File: config.mk
export PLATFORM = sky130hd
export DESIGN_NAME = qspi_reg_target
export DESIGN_NICKNAME = d
export VERILOG_FILES = /design/src/rtl/pkg_spi.sv /design/src/rtl/qspi_edge_sync.sv /design/src/rtl/qspi_reg_target.sv
export SDC_FILE = /design/constraint.sdc
export NUM_CORES = 1
export LEC_CHECK = 0
export ABC_AREA = 1
export BUFFER_PORTS_ARGS = -buffer_cell sky130_fd_sc_hd__buf_2
export CORE_MARGIN = 2
export CORE_UTILIZATION = 45
export CTS_BUF_LIST = sky130_fd_sc_hd__clkbuf_8 sky130_fd_sc_hd__clkbuf_16
export CTS_CLUSTER_SIZE = 24
export DETAILED_ROUTE_END_ITERATION = 8
export PLACE_DENSITY = 0.64
export SYNTH_ARGS = -nofsm -noshare
export SYNTH_HDL_FRONTEND = slang
export SYNTH_SLANG_ARGS = --single-unit
File: constraint.sdc
create_clock -name clk -period 6.5 [get_ports clk]
set_input_delay 1.3 -clock clk [delete_from_list [all_inputs] [get_ports clk]]
set_output_delay 1.3 -clock clk [all_outputs]
set_load 0.01 [all_outputs]
File: src/rtl/pkg_spi.sv
// Shared types and constants for the quad-SPI register target and its host-side model.
package pkg_spi;

  typedef enum logic [1:0] {
    SIZE_BT = 2'd0,
    SIZE_HW = 2'd1,
    SIZE_WD = 2'd2
  } cmd_size_e;

  typedef enum logic [2:0] {
    IDLE,
    CMD,
    ADDR,
    WDATA,
    TURN,
    RDATA,
    HOLD
  } state_e;

  localparam int unsigned CMD_READ_BIT  = 7;
  localparam int unsigned DUMMY_NIBBLES = 2;
  localparam int unsigned NIB_CNT_W     = 4;

  // Nibbles carried by one access of the given size: 2, 4 or 8.
  function automatic logic [NIB_CNT_W-1:0] size_nibbles(input logic [1:0] size);
    return NIB_CNT_W'(2) << size;
  endfunction

  // Left-align right-aligned read data so the MSB nibble sits at [31:28].
  function automatic logic [31:0] rdata_align(input logic [31:0] data, input logic [1:0] size);
    case (size)
      SIZE_BT: return {data[7:0], 24'h0};
      SIZE_HW: return {data[15:0], 16'h0};
      default: return data;
    endcase
  endfunction

endpackage

File: src/rtl/qspi_edge_sync.sv
// Brings CS_N, SCK and COPI into the clk domain and flags edges of the synchronized CS_N and SCK.
module qspi_edge_sync #(
  parameter int unsigned SYNC_STAGES = 2
) (
  input  logic       clk,
  input  logic       rst,
  input  logic       cs_n_raw,
  input  logic       sck_raw,
  input  logic [3:0] copi_raw,
  output logic [3:0] copi,
  output logic       sck_rise_c,
  output logic       sck_fall_c,
  output logic       cs_fall_c,
  output logic       cs_rise_c
);

  localparam int unsigned COPI_PIPE_W = 4 * SYNC_STAGES;

  logic [SYNC_STAGES-1:0] cs_pipe;
  logic [SYNC_STAGES-1:0] sck_pipe;
  logic [COPI_PIPE_W-1:0] copi_pipe;
  logic                   cs_prev;
  logic                   sck_prev;

  // New samples enter at the LSB end; the MSB end is the synchronized value.
  always_ff @(posedge clk or posedge rst) begin
    if (rst) begin
      cs_pipe   <= '1;
      sck_pipe  <= '0;
      copi_pipe <= '0;
      cs_prev   <= 1'b1;
      sck_prev  <= 1'b0;
    end else begin
      cs_pipe   <= SYNC_STAGES'({cs_pipe, cs_n_raw});
      sck_pipe  <= SYNC_STAGES'({sck_pipe, sck_raw});
      copi_pipe <= COPI_PIPE_W'({copi_pipe, copi_raw});
      cs_prev   <= cs_pipe[SYNC_STAGES-1];
      sck_prev  <= sck_pipe[SYNC_STAGES-1];
    end
  end

  assign copi       = copi_pipe[COPI_PIPE_W-1 -: 4];
  assign sck_rise_c =  sck_pipe[SYNC_STAGES-1] & ~sck_prev;
  assign sck_fall_c = ~sck_pipe[SYNC_STAGES-1] &  sck_prev;
  assign cs_fall_c  = ~cs_pipe[SYNC_STAGES-1]  &  cs_prev;
  assign cs_rise_c  =  cs_pipe[SYNC_STAGES-1]  & ~cs_prev;

endmodule

File: src/rtl/qspi_reg_target.sv
// Quad-SPI responder turning framed commands into single-cycle register-bus accesses.
// Define QSPI_REG_TARGET_BURST_EN to let reads and writes continue at incrementing addresses.
module qspi_reg_target
  import pkg_spi::*;
#(
  parameter int unsigned SYNC_STAGES = 2,
  parameter int unsigned ADDR_W      = 7
) (
  input  logic              clk,
  input  logic              rst,
  input  logic              CS_N,
  input  logic              SCK,
  input  logic [3:0]        COPI,
  output logic [3:0]        CIPO,
  output logic              cipo_oe,
  output logic [ADDR_W-1:0] bus_addr,
  output logic [1:0]        bus_size,
  output logic [31:0]       bus_wdata,
  output logic              bus_we,
  output logic              bus_re,
  input  logic [31:0]       bus_rdata,
  output logic              frame_err
);

  logic [3:0]           copi;
  logic                 sck_rise_c;
  logic                 sck_fall_c;
  logic                 cs_fall_c;
  logic                 cs_rise_c;

  state_e               state;
  logic [NIB_CNT_W-1:0] nib_cnt;
  logic [3:0]           hi_nib;
  logic                 is_read;
  logic [31:0]          shreg;
  logic [27:0]          wsh;
  logic                 rd_pend;
  logic [7:0]           rx_byte_c;
  logic                 cmd_bad_c;
  logic [NIB_CNT_W-1:0] n_c;
`ifdef QSPI_REG_TARGET_BURST_EN
  logic                 wr_started;
  logic [ADDR_W-1:0]    step_c;
`endif

  qspi_edge_sync #(
    .SYNC_STAGES(SYNC_STAGES)
  ) u_sync (
    .clk       (clk),
    .rst       (rst),
    .cs_n_raw  (CS_N),
    .sck_raw   (SCK),
    .copi_raw  (COPI),
    .copi      (copi),
    .sck_rise_c(sck_rise_c),
    .sck_fall_c(sck_fall_c),
    .cs_fall_c (cs_fall_c),
    .cs_rise_c (cs_rise_c)
  );

  assign rx_byte_c = {hi_nib, copi};
  assign cmd_bad_c = (rx_byte_c[1:0] == 2'd3) || (rx_byte_c[6:2] != 5'd0);
  assign n_c       = size_nibbles(bus_size);
`ifdef QSPI_REG_TARGET_BURST_EN
  assign step_c    = ADDR_W'(1) << bus_size;
`endif

  always_ff @(posedge clk or posedge rst) begin
    if (rst) begin
      state      <= IDLE;
      nib_cnt    <= '0;
      hi_nib     <= '0;
      is_read    <= 1'b0;
      shreg      <= '0;
      wsh        <= '0;
      rd_pend    <= 1'b0;
`ifdef QSPI_REG_TARGET_BURST_EN
      wr_started <= 1'b0;
`endif
      CIPO       <= '0;
      cipo_oe    <= 1'b0;
      bus_addr   <= '0;
      bus_size   <= '0;
      bus_wdata  <= '0;
      bus_we     <= 1'b0;
      bus_re     <= 1'b0;
      frame_err  <= 1'b0;
    end else begin
      bus_we  <= 1'b0;
      bus_re  <= 1'b0;
      rd_pend <= bus_re;
      // Register file answers one clk after bus_re.
      if (rd_pend) begin
        shreg <= rdata_align(bus_rdata, bus_size);
      end
      if (cs_rise_c) begin
        state   <= IDLE;
        cipo_oe <= 1'b0;
        CIPO    <= '0;
      end else if (cs_fall_c) begin
        state     <= CMD;
        nib_cnt   <= '0;
        frame_err <= 1'b0;
      end else begin
        case (state)
          CMD: begin
            if (sck_rise_c) begin
              if (nib_cnt == '0) begin
                hi_nib  <= copi;
                nib_cnt <= NIB_CNT_W'(1);
              end else begin
                nib_cnt <= '0;
                if (cmd_bad_c) begin
                  state     <= HOLD;
                  frame_err <= 1'b1;
                end else begin
                  is_read  <= rx_byte_c[CMD_READ_BIT];
                  bus_size <= rx_byte_c[1:0];
                  state    <= ADDR;
                end
              end
            end
          end
          ADDR: begin
            if (sck_rise_c) begin
              if (nib_cnt == '0) begin
                hi_nib  <= copi;
                nib_cnt <= NIB_CNT_W'(1);
              end else begin
                nib_cnt    <= '0;
                wsh        <= '0;
                bus_addr   <= ADDR_W'(rx_byte_c);
`ifdef QSPI_REG_TARGET_BURST_EN
                wr_started <= 1'b0;
`endif
                if (is_read) begin
                  bus_re <= 1'b1;
                  state  <= TURN;
                end else begin
                  state  <= WDATA;
                end
              end
            end
          end
          WDATA: begin
            if (sck_rise_c) begin
              if (nib_cnt == n_c - NIB_CNT_W'(1)) begin
                bus_we    <= 1'b1;
                bus_wdata <= {wsh, copi};
                wsh       <= '0;
                nib_cnt   <= '0;
`ifdef QSPI_REG_TARGET_BURST_EN
                if (wr_started) begin
                  bus_addr <= bus_addr + step_c;
                end
                wr_started <= 1'b1;
`else
                state <= HOLD;
`endif
              end else begin
                wsh     <= {wsh[23:0], copi};
                nib_cnt <= nib_cnt + NIB_CNT_W'(1);
              end
            end
          end
          // Dummy period: output enable at the first fall, first data nibble at the fall closing it.
          TURN: begin
            if (sck_fall_c) begin
              if (nib_cnt == '0) begin
                cipo_oe <= 1'b1;
              end
              if (nib_cnt == NIB_CNT_W'(DUMMY_NIBBLES)) begin
                CIPO    <= shreg[31:28];
                shreg   <= {shreg[27:0], 4'h0};
                nib_cnt <= NIB_CNT_W'(1);
                state   <= RDATA;
              end else begin
                nib_cnt <= nib_cnt + NIB_CNT_W'(1);
              end
            end
          end
          RDATA: begin
            if (sck_fall_c) begin
              if (nib_cnt == n_c) begin
                CIPO  <= '0;
                state <= HOLD;
              end else begin
                CIPO  <= shreg[31:28];
                shreg <= {shreg[27:0], 4'h0};
`ifdef QSPI_REG_TARGET_BURST_EN
                if (nib_cnt == n_c - NIB_CNT_W'(1)) begin
                  bus_re   <= 1'b1;
                  bus_addr <= bus_addr + step_c;
                  nib_cnt  <= '0;
                end else begin
                  nib_cnt <= nib_cnt + NIB_CNT_W'(1);
                end
`else
                nib_cnt <= nib_cnt + NIB_CNT_W'(1);
`endif
              end
            end
          end
          IDLE, HOLD: begin
          end
          default: state <= IDLE;
        endcase
      end
    end
  end

endmodule

==> metrics.txt <==
Hold-fix buffers, CTS 0; Synth Flop Type dfrtp_1; largest buffer count on any clock path 2; R2R Setup Slk 3.71 ns; worst hold path startpoint u_sync.copi_pipe[0]; CP Capture Type output pin; Worst Reg-to-Reg Cells 11; area share of the largest cell type after synthesis 53.3%; gpl congestion 0.894; Clock Pin Slew Worst Setup and Hold Paths 0.06 ns; initial antenna violation count 0; critical path data arrival time 1.50 ns; Layout Area Growth over Synthesis 17.0%; router iterations before antenna repair 5; Std-Cell Rows 43; vias post-DR 5,025; Initial Utilization 45.5%; Hold Path Class flip-flop to flip-flop; Layout Utilization 53.3%; worst r2r src bus_size[1]; WL/cell 14.8 um; Power Density 340 nW/um^2; layout cells sized above 1 23.1%; fin nets 813; outcome completed; Max H-tree Level 4; critical path type flip-flop to output pin; critical path required time 5.20 ns; number of routed nets with antenna violations 0; Mapped Cells 688; Overflow after GRT 0; Pins Over Slew Limit 0; unrepaired setup endpoints after global routing no; Multi-input gate area 2330 um^2; Synth Register Bits 136; fmax 357 MHz; number of antenna diodes 0; startpoint types flip-flop; Tmin final 2.80 ns; CTS tree yes; fill count 1,257; DP HPWL 9710 um; worst rel slew slack 37.2%; Synth Net Count 734; Crit path largest cell delay 0.82 ns; Clk Latency, worst-skew pair 0.43 ns; total CTS buffers 17; worst-path fanout max 16; Iteration-0 DRC Markers 329; Power Total 2.49 mW; final setup TNS 0 ns; Die ar. 14,800 um^2; Commonest cells post-synth nand2_1, dfrtp_1, o21ai_1, inv_1, nand3_1; Hold Path End u_sync.copi_pipe[4]; Register Area 3410 um^2; Syn Area/Cell 9.08 um^2; Tcrit/Tclk final 43.0%; Max-cap violations 0; Lkg Pwr 3.63 nW; count leader, synth nand2_1; CP top delay family flip-flops; Buf+Inv Stages, Crit Path 1; final hold vios 0; Distinct cells, synth 43; number of port buffers 88; total number of yosys warnings 0; reg2reg end bus_wdata[24]; Via density 5.23; first-pass GRT wire length 23,200 um; Worst path slowest cell dfrtp_1; Synth area leaders dfrtp_1, nand2_1, o21ai_1; IO Count 89; CTS resizes 0; DRC violations left 0; final setup fails 0; Final Routed Wirelength 14,200 um; CTS Sinks 136; Die H 122 um; worst-path cell chain buf_2; cell area after synthesis 6250 um^2; largest net degree at the start of global routing 75; Worst VDD drop 0.174 mV; clk_skew 0.0238 ns; Setup Buffers After CTS 0; Die W 122 um; most area-hungry cell type in the Yosys netlist dfrtp_1; Hold Path Stages 0; number of synthesized flops with an enable pin 0; register area share after synthesis 54.5%; actual slew at the worst max-slew pin 0.937 ns; core box area 13,700 um^2; total track usage 19.9%; CTS root buffer clkbuf_16; vias in the first global route 4,851; fraction of registers with async set or reset after synthesis 100%
==> through the flow <==
step           setup WS, ns  std cells  hold WS, ns  cell area [um^2]
4_1_cts                3.69        960        0.359              7310
3_3_place_gp           3.74        928        0.333              6730
2_1_floorplan          1.57        688        0.331              6250
3_5_place_dp           3.69        928        0.345              6730
5_1_grt                3.49        960        0.362              7310
6_report               3.70        960        0.357              7310
==> state kept, by name (all words and copies together), names as in the netlist, 2 cells and up <==
signal / flops
CIPO: 4
bus_addr: 7
bus_size: 2
bus_wdata: 32
hi_nib: 4
nib_cnt: 4
shreg: 32
state: 3
u_sync.copi_pipe: 8
u_sync.cs_pipe: 2
u_sync.sck_pipe: 2
wsh: 28
==> power breakdown <==
group          internal (mW)  switching [mW]  total, mW
sequential             0.972          0.0827       1.05
combinational          0.192           0.311      0.502
clock                  0.512           0.418      0.930
==> logic make-up (layout without fill, tap and decap cells) <==
family | count (synthesis) | after routing | synth area share, %
mux | 1 | 1 | 0.180
flops | 136 | 136 | 54.5
fa+ha+maj | 6 | 6 | 1.20
buf+inv | 110 | 202 | 8.11
simple gates | 258 | 258 | 19.4
xor+xnor | 2 | 2 | 0.280
compound gates | 175 | 175 | 16.3
==> layout by cell type, fill, tap and decap left out, drive strengths merged <==
| cell type | instances |
|---|---|
| clkinv | 9 |
| o31ai | 2 |
| o21a | 1 |
| nand2 | 162 |
| a22oi | 16 |
| nand3b | 2 |
| nor4 | 1 |
| ha | 6 |
| o22ai | 12 |
| o21ai | 116 |
| buf | 89 |
| xor2 | 2 |
| nor3 | 4 |
| o2111ai | 1 |
| nor2 | 35 |
| clkbuf | 17 |
| mux2 | 1 |
| dfrtp | 133 |
| a21oi | 18 |
| dfstp | 3 |
| nand4 | 3 |
| a221oi | 4 |
| o221ai | 1 |
| a31oi | 2 |
| nand3 | 51 |
| o211ai | 1 |
| a41oi | 1 |
| inv | 87 |
==> layer usage <==
layer | up-vias | wire length (um) | GRT usage [%] | part of all wire [%]
met5 | - | 0 | 0 | 0
met4 | 0 | 297 | 8.55 | 2.1
met3 | 25 | 678 | 4.78 | 4.8
met2 | 123 | 6880 | 32.2 | 48
met1 | 2427 | 6380 | 25.6 | 45
li1 | 2450 | - | - | -
==> cell type report <==
cell class	count	area share, %
Tap cell	180	3.08
Sequential cell	136	46.6
Inverter	81	4.26
Timing Repair Buffer	89	6.12
Clock inverter	15	2.21
Clock buffer	17	5.82
Multi-Input combinational cell	442	31.9
==> worst max-delay path by stage <==
stage | from | endpoint | slack, ns | cells after the start
4_1_cts | bus_size[1] | bus_size[1] | 3.69 | 1
3_5_place_dp | rst | u_sync.copi_pipe[2] | 3.69 | 3
3_3_place_gp | rst | wsh[1] | 3.74 | 3
6_report | bus_size[1] | bus_size[1] | 3.70 | 1
5_1_grt | bus_size[1] | bus_wdata[24] | 3.49 | 11
2_1_floorplan | rst | CIPO[0] | 1.57 | 1
No activity file was read; power rests on OpenSTA's default activity.
